<file path="config.mk">
export PLATFORM = sky130hd
export DESIGN_NAME = acs_array
export DESIGN_NICKNAME = d
export VERILOG_FILES = /design/src/rtl/acs_array.sv
export SDC_FILE = /design/constraint.sdc
export NUM_CORES = 1
export LEC_CHECK = 0
export CORE_MARGIN = 1
export CORE_UTILIZATION = 46
export CTS_CLUSTER_SIZE = 40
export DETAILED_ROUTE_END_ITERATION = 10
export PLACE_DENSITY = 0.64
export SLEW_MARGIN = 20
export SYNTH_ARGS = -nofsm -noshare
export SYNTH_HDL_FRONTEND = slang
export SYNTH_SLANG_ARGS = --single-unit
</file>
<file path="constraint.sdc">
create_clock -name clk -period 24.5 [get_ports clk]
set_input_delay 3.675 -clock clk [delete_from_list [all_inputs] [get_ports clk]]
set_output_delay 3.675 -clock clk [all_outputs]
set_load 0.01 [all_outputs]
</file>
<file path="src/rtl/acs_array.sv">
// rtl/acs_array.sv - parallel add-compare-select array for a rate-1/2 Viterbi decoder
//
// Purpose:
//   Updates all NS = 2^(K-1) path metrics in parallel for each received symbol.
//   For every state it emits one survivor decision bit, reports the best state and
//   renormalises the metrics so that they never wrap.
//
// Ports:
//   clk         rising-edge clock
//   rst         synchronous active-high reset
//   start       (re)initialise metrics and enter RUN
//   sym_valid   sym_in carries a symbol this cycle
//   sym_in      {c0 sample, c1 sample}, SOFT_W bits each, 0 = strong 0
//   ready       high while in RUN (symbols accepted)
//   dec_valid   one-cycle pulse per processed symbol
//   dec_bits    bit s = 1 when state s selected predecessor p1
//   best_state  lowest-index state holding the minimum new metric
//   pm_out      registered metrics, state s at [s*PM_W +: PM_W]
//   norm_event  pulse: this update subtracted 2^(PM_W-1) from every metric
module acs_array #(
  parameter int             K       = 3,
  parameter logic [K-1:0]   G0      = 3'b111,
  parameter logic [K-1:0]   G1      = 3'b101,
  parameter int             SOFT_W  = 1,
  parameter int             PM_W    = 7,
  parameter int             INIT_PM = 32
) (
  input  logic                      clk,
  input  logic                      rst,
  input  logic                      start,
  input  logic                      sym_valid,
  input  logic [2*SOFT_W-1:0]       sym_in,
  output logic                      ready,
  output logic                      dec_valid,
  output logic [(1<<(K-1))-1:0]     dec_bits,
  output logic [K-2:0]              best_state,
  output logic [(1<<(K-1))*PM_W-1:0] pm_out,
  output logic                      norm_event
);

  localparam int NS = 1 << (K-1);
  localparam logic [PM_W-1:0] INIT_V = PM_W'(INIT_PM);

  typedef enum logic {IDLE, RUN} state_t;

  state_t state_q, state_d;

  logic [SOFT_W-1:0]    s0, s1;
  logic [PM_W-1:0]      new_pm [NS];
  logic [NS-1:0]        dec_new;
  logic [PM_W-1:0]      min_v;
  logic [K-2:0]         best_d;
  logic [NS*PM_W-1:0]   next_vec;
  logic [NS*PM_W-1:0]   init_vec;
  logic                 upd;

  assign s0 = sym_in[2*SOFT_W-1:SOFT_W];
  assign s1 = sym_in[SOFT_W-1:0];

  // Start wins over a coincident symbol; symbols outside RUN are dropped.
  assign upd = (state_q == RUN) && sym_valid && !start;

  // One ACS butterfly half per destination state. The expected code bits of every
  // branch are elaboration-time constants, so only the sample/inverted-sample mux
  // and the adders remain in hardware.
  for (genvar n = 0; n < NS; n++) begin : g_state
    logic [PM_W-1:0] cand [2];

    for (genvar j = 0; j < 2; j++) begin : g_pred
      localparam int P  = (2*n + j) % NS;   // predecessor {ns[K-3:0], j}
      localparam int U  = n / (NS/2);       // input bit that leads into ns
      localparam int RI = U*NS + P;         // encoder register {u, p}
      localparam logic [K-1:0] R = RI[K-1:0];
      localparam logic EXP0 = ^(R & G0);
      localparam logic EXP1 = ^(R & G1);

      logic [SOFT_W:0] bm;
      logic [PM_W:0]   sum;

      // Distance to an expected 1 is (2^SOFT_W-1)-sample, i.e. the bitwise inverse.
      assign bm  = {1'b0, (EXP0 ? ~s0 : s0)} + {1'b0, (EXP1 ? ~s1 : s1)};
      assign sum = {1'b0, pm_out[P*PM_W +: PM_W]} + {{(PM_W-SOFT_W){1'b0}}, bm};
      assign cand[j] = sum[PM_W] ? {PM_W{1'b1}} : sum[PM_W-1:0];
    end

    // Strict compare: a tie keeps predecessor p0.
    assign dec_new[n] = (cand[1] < cand[0]);
    assign new_pm[n]  = dec_new[n] ? cand[1] : cand[0];
  end

  // Minimum search, lowest index kept on ties.
  always_comb begin
    min_v  = new_pm[0];
    best_d = '0;
    for (int n = 1; n < NS; n++) begin
      if (new_pm[n] < min_v) begin
        min_v  = new_pm[n];
        best_d = n[K-2:0];
      end
    end
  end

  // Every metric >= 2^(PM_W-1) exactly when the minimum has its MSB set; since all
  // metrics are below 2^PM_W, subtracting half the range is just clearing the MSB.
  always_comb begin
    next_vec = '0;
    for (int n = 0; n < NS; n++) begin
      next_vec[n*PM_W +: PM_W] = min_v[PM_W-1] ? {1'b0, new_pm[n][PM_W-2:0]} : new_pm[n];
    end
  end

  always_comb begin
    init_vec = {NS{INIT_V}};
    init_vec[PM_W-1:0] = '0;
  end

  always_comb begin
    state_d = state_q;
    ready   = 1'b0;
    case (state_q)
      IDLE: begin
        if (start) state_d = RUN;
      end
      RUN: begin
        ready = 1'b1;
      end
      default: state_d = IDLE;
    endcase
  end

  always_ff @(posedge clk) begin
    if (rst) begin
      state_q    <= IDLE;
      pm_out     <= '0;
      dec_bits   <= '0;
      best_state <= '0;
      dec_valid  <= 1'b0;
      norm_event <= 1'b0;
    end else begin
      state_q    <= state_d;
      dec_valid  <= 1'b0;
      norm_event <= 1'b0;
      if (start) begin
        pm_out     <= init_vec;
        dec_bits   <= '0;
        best_state <= '0;
      end else if (upd) begin
        pm_out     <= next_vec;
        dec_bits   <= dec_new;
        best_state <= best_d;
        dec_valid  <= 1'b1;
        norm_event <= min_v[PM_W-1];
      end
    end
  end

endmodule
</file>
==> flow_metrics.env <==
export IMPL_crit_top_cell="ha_1"
export IMPL_synthMuxAreaShare=0.07489
export IMPL_antenna_cells=0
export IMPL_hold_class="reg -> reg"
export IMPL_synth_top_family_by_area="compound AO/OA/AOI/OAI gates"
export IMPL_routed_via_density=5.978
export IMPL_syn_avg_cell_area_sq_um=7.273
export IMPL_fin_total_pwr_mw=0.2823
export IMPL_grt_pass1_wl_um=23740
export IMPL_clock_sinks=37
export IMPL_p_per_area_nw_per_um2=52.66
export IMPL_power_internal_mw=0.1535
export IMPL_required_ps=24750
export IMPL_path_max_fanout=14
export IMPL_skew_ps=7.835
export IMPL_drive_gt1_frac=0.06775
export IMPL_p_comb_frac=0.559
export IMPL_yosysTopAreaCell="dfxtp_1"
export IMPL_syn_inst=657
export IMPL_grt_overflow=0
export IMPL_die_width_um=103.9
export IMPL_wl_per_cell_um=18.06
export IMPL_crit_type="in -> reg"
export IMPL_switching_share=0.4562
export IMPL_max_freq_mhz=73.96
export IMPL_power_frac_clock=0.209
export IMPL_synthTopCellsByArea="dfxtp_1 (16%), ha_1 (14%), a21oi_1 (7.1%), nand2_1 (6.3%), nor2_1 (6.0%)"
export IMPL_final_common_cell="nand2_1"
export IMPL_dp_slack_ps=10760
export IMPL_clk_latency_ps=300
export IMPL_synth_top_area_frac=0.1550
export IMPL_area_growth_pct=12.18
export IMPL_initial_core_util=0.4822
export IMPL_finalSetupViolations=0
export IMPL_firstDrtPassIters=5
export IMPL_syn_nets=716
export IMPL_num_vias=4854
export IMPL_synth_fa_ha_area_frac=0.1388
export IMPL_r2r_slack_ps=15190
export IMPL_cap_violations=0
export IMPL_antenna_found_initial=0
export IMPL_nets=737
export IMPL_postCtsSetupBuffers=0
export IMPL_max_vdd_ir_drop_v=0.00003084
export IMPL_tns_ps=0
export IMPL_coreArea_sq_um=9910
export IMPL_cts_path_max_buffers=2
export IMPL_switchingPower_mw=0.1288
export IMPL_final_cell_mix="nand2_1 (80), nor2_1 (77), a21oi_1 (68)"
export IMPL_synth_seq_area_share=0.1550
export IMPL_synth_area_sq_um=4778
export IMPL_maxSlewHeadroom=0.3197
export IMPL_drt_iter0_drc=406
export IMPL_final_core_util=0.5409
export IMPL_synth_xor_area_frac=0.04504
export IMPL_dp_cells=804
export IMPL_worstMarginPinSlew_ps=1020
export IMPL_fin_cells=812
export IMPL_synth_seq_cells=37
export IMPL_cts_buffers=5
export IMPL_ant_nets=0
export IMPL_drc=0
export IMPL_gr_usage_all_layers=0.2736
export IMPL_cts_root_buf="clkbuf_8"
export IMPL_htreeDepth=2
export IMPL_place_gp_congestion=0.9617
export IMPL_numPortBuffers=42
export IMPL_timing_final_ws_setup_ps=10980
export IMPL_hold_buffers=0
export IMPL_cp_start_kind="input port"
export IMPL_cts_resized=0
export IMPL_synth_warnings=0
export IMPL_p_leak_nw=2.169
export IMPL_rows=36
export IMPL_final_hold_viol_count=0
export IMPL_synth_edf_count=0
export IMPL_wirelength_um=14660
export IMPL_slowest_stage="a211oi_1"
export IMPL_period_minus_slack_ps=13520
export IMPL_yosys_area_share_simple=0.2532
export IMPL_synth_distinct_cells=68
export IMPL_cp_data_arrival_time_ps=13770
export IMPL_rsz0062_at_grt="false"
export IMPL_fin_crit_sh=0.5519
export IMPL_yosys_most_used_dff="dfxtp_1"
export IMPL_maxSlewViolCount=0
export IMPL_clk_pin_slew_ps=90
export IMPL_grt_pass1_vias=4547
export IMPL_die_h_um=103.9
export IMPL_async_reset_ff_frac=0
export IMPL_end_kind="register"
export IMPL_synth_compound_area_frac=0.2812
export IMPL_dp_hpwl_um=11520
export IMPL_grt_max_degree=41
export IMPL_cp_slowest_stage_delay_ps=590
export IMPL_sequentialPowerShare=0.232
export IMPL_status="complete, no violations"
export IMPL_cts_tree="built"
export IMPL_die_area_sq_um=10800
export IMPL_ios=43
[per-stage QoR]
stage	area [sq um]	hold WS, ps
final	5360	487.7
after floorplan	4778	496.4
after global placement	5241	468.9
after global routing	5360	544.1
after detailed placement	5241	474.1
after CTS	5354	488.5
[sequential cells by signal, summed over array words and instances, names as in the netlist]
register    cells
dec_bits        4
dec_valid       1
best_state      2
state_q         1
norm_event      1
pm_out         28
[power groups by stage]
stage | logic (mW) | clock network, mW | registers [mW]
finish | 0.158 | 0.0589 | 0.0655
global route | 0.175 | 0.0627 | 0.0659
CTS | 0.156 | 0.0607 | 0.0654
detailed placement | 0.155 | 0 | 0.0668
global placement | 0.153 | 0 | 0.0667
floorplan | 0.120 | 0 | 0.0659
[final timing paths]
kind	to	start	cells after the start
max	pm_out[20]	sym_in[0]	43
min reg2reg	pm_out[14]	pm_out[14]	2
min	pm_out[14]	pm_out[14]	2
max reg2reg	pm_out[20]	pm_out[14]	39
[kinds of logic (layout without fill, tap and decap cells)]
family / after synthesis / after routing
AOI/OAI and AO/OA: 192 / 192
DFF: 37 / 37
muxes: 34 / 34
adders and majority gates: 53 / 53
buffers and inverters: 59 / 81
xor gates and xnor gates: 23 / 23
and+or+nand+nor: 259 / 259
[layout make-up]
cell class                      instances  area (sq um)
Fill cell                             998          4549
Multi-Input combinational cell        561          3796
Clock buffer                            5         68.82
Timing Repair Buffer                   44         435.4
Tap cell                              133         166.4
Sequential cell                        37         740.7
Inverter                               29         108.9
Clock inverter                          3         43.79
[cells in the mapped netlist, types with 2 or more instances]
cell type,number
clkbuf_2,2
a31o_2,4
and2_1,8
a32o_1,2
o31ai_1,5
xnor2_1,15
nand2_1,80
o211ai_2,2
xor2_1,7
or2_2,5
nor2_1,77
mux2_2,6
and3_1,6
a2111o_1,2
nand4_1,9
o21a_1,13
a21o_1,13
nor3b_1,4
nand3b_1,3
a211oi_1,8
o221ai_1,2
a32oi_1,3
or3_1,2
a2111oi_4,2
nor3_1,9
dfxtp_1,37
mux2_4,2
a21oi_2,3
a41o_1,3
o21ai_0,24
nand2b_1,16
buf_2,10
ha_1,53
inv_1,29
a21oi_1,68
o211ai_1,5
o22ai_1,4
clkbuf_1,15
o21ai_1,5
a31oi_1,9
mux2i_1,26
nand3_1,26
nor2b_1,8
[critical path, delay by kind of cell]
family,cells,cell delay (ps)
compound gates,17,4620
buf+inv,3,820
mux,3,900
simple gates,14,1840
fa+ha+maj,6,1910
[routing by layer]
metal / routed length [um] / global-route usage / vias up
met3: 993 / 0.04449 / 28
li1: - / - / 2406
met5: 0 / 0 / -
met4: 335 / 0.08571 / 0
met1: 6960 / 0.3891 / 2252
met2: 6374 / 0.4200 / 168
Power figures use the tool's default switching activity.
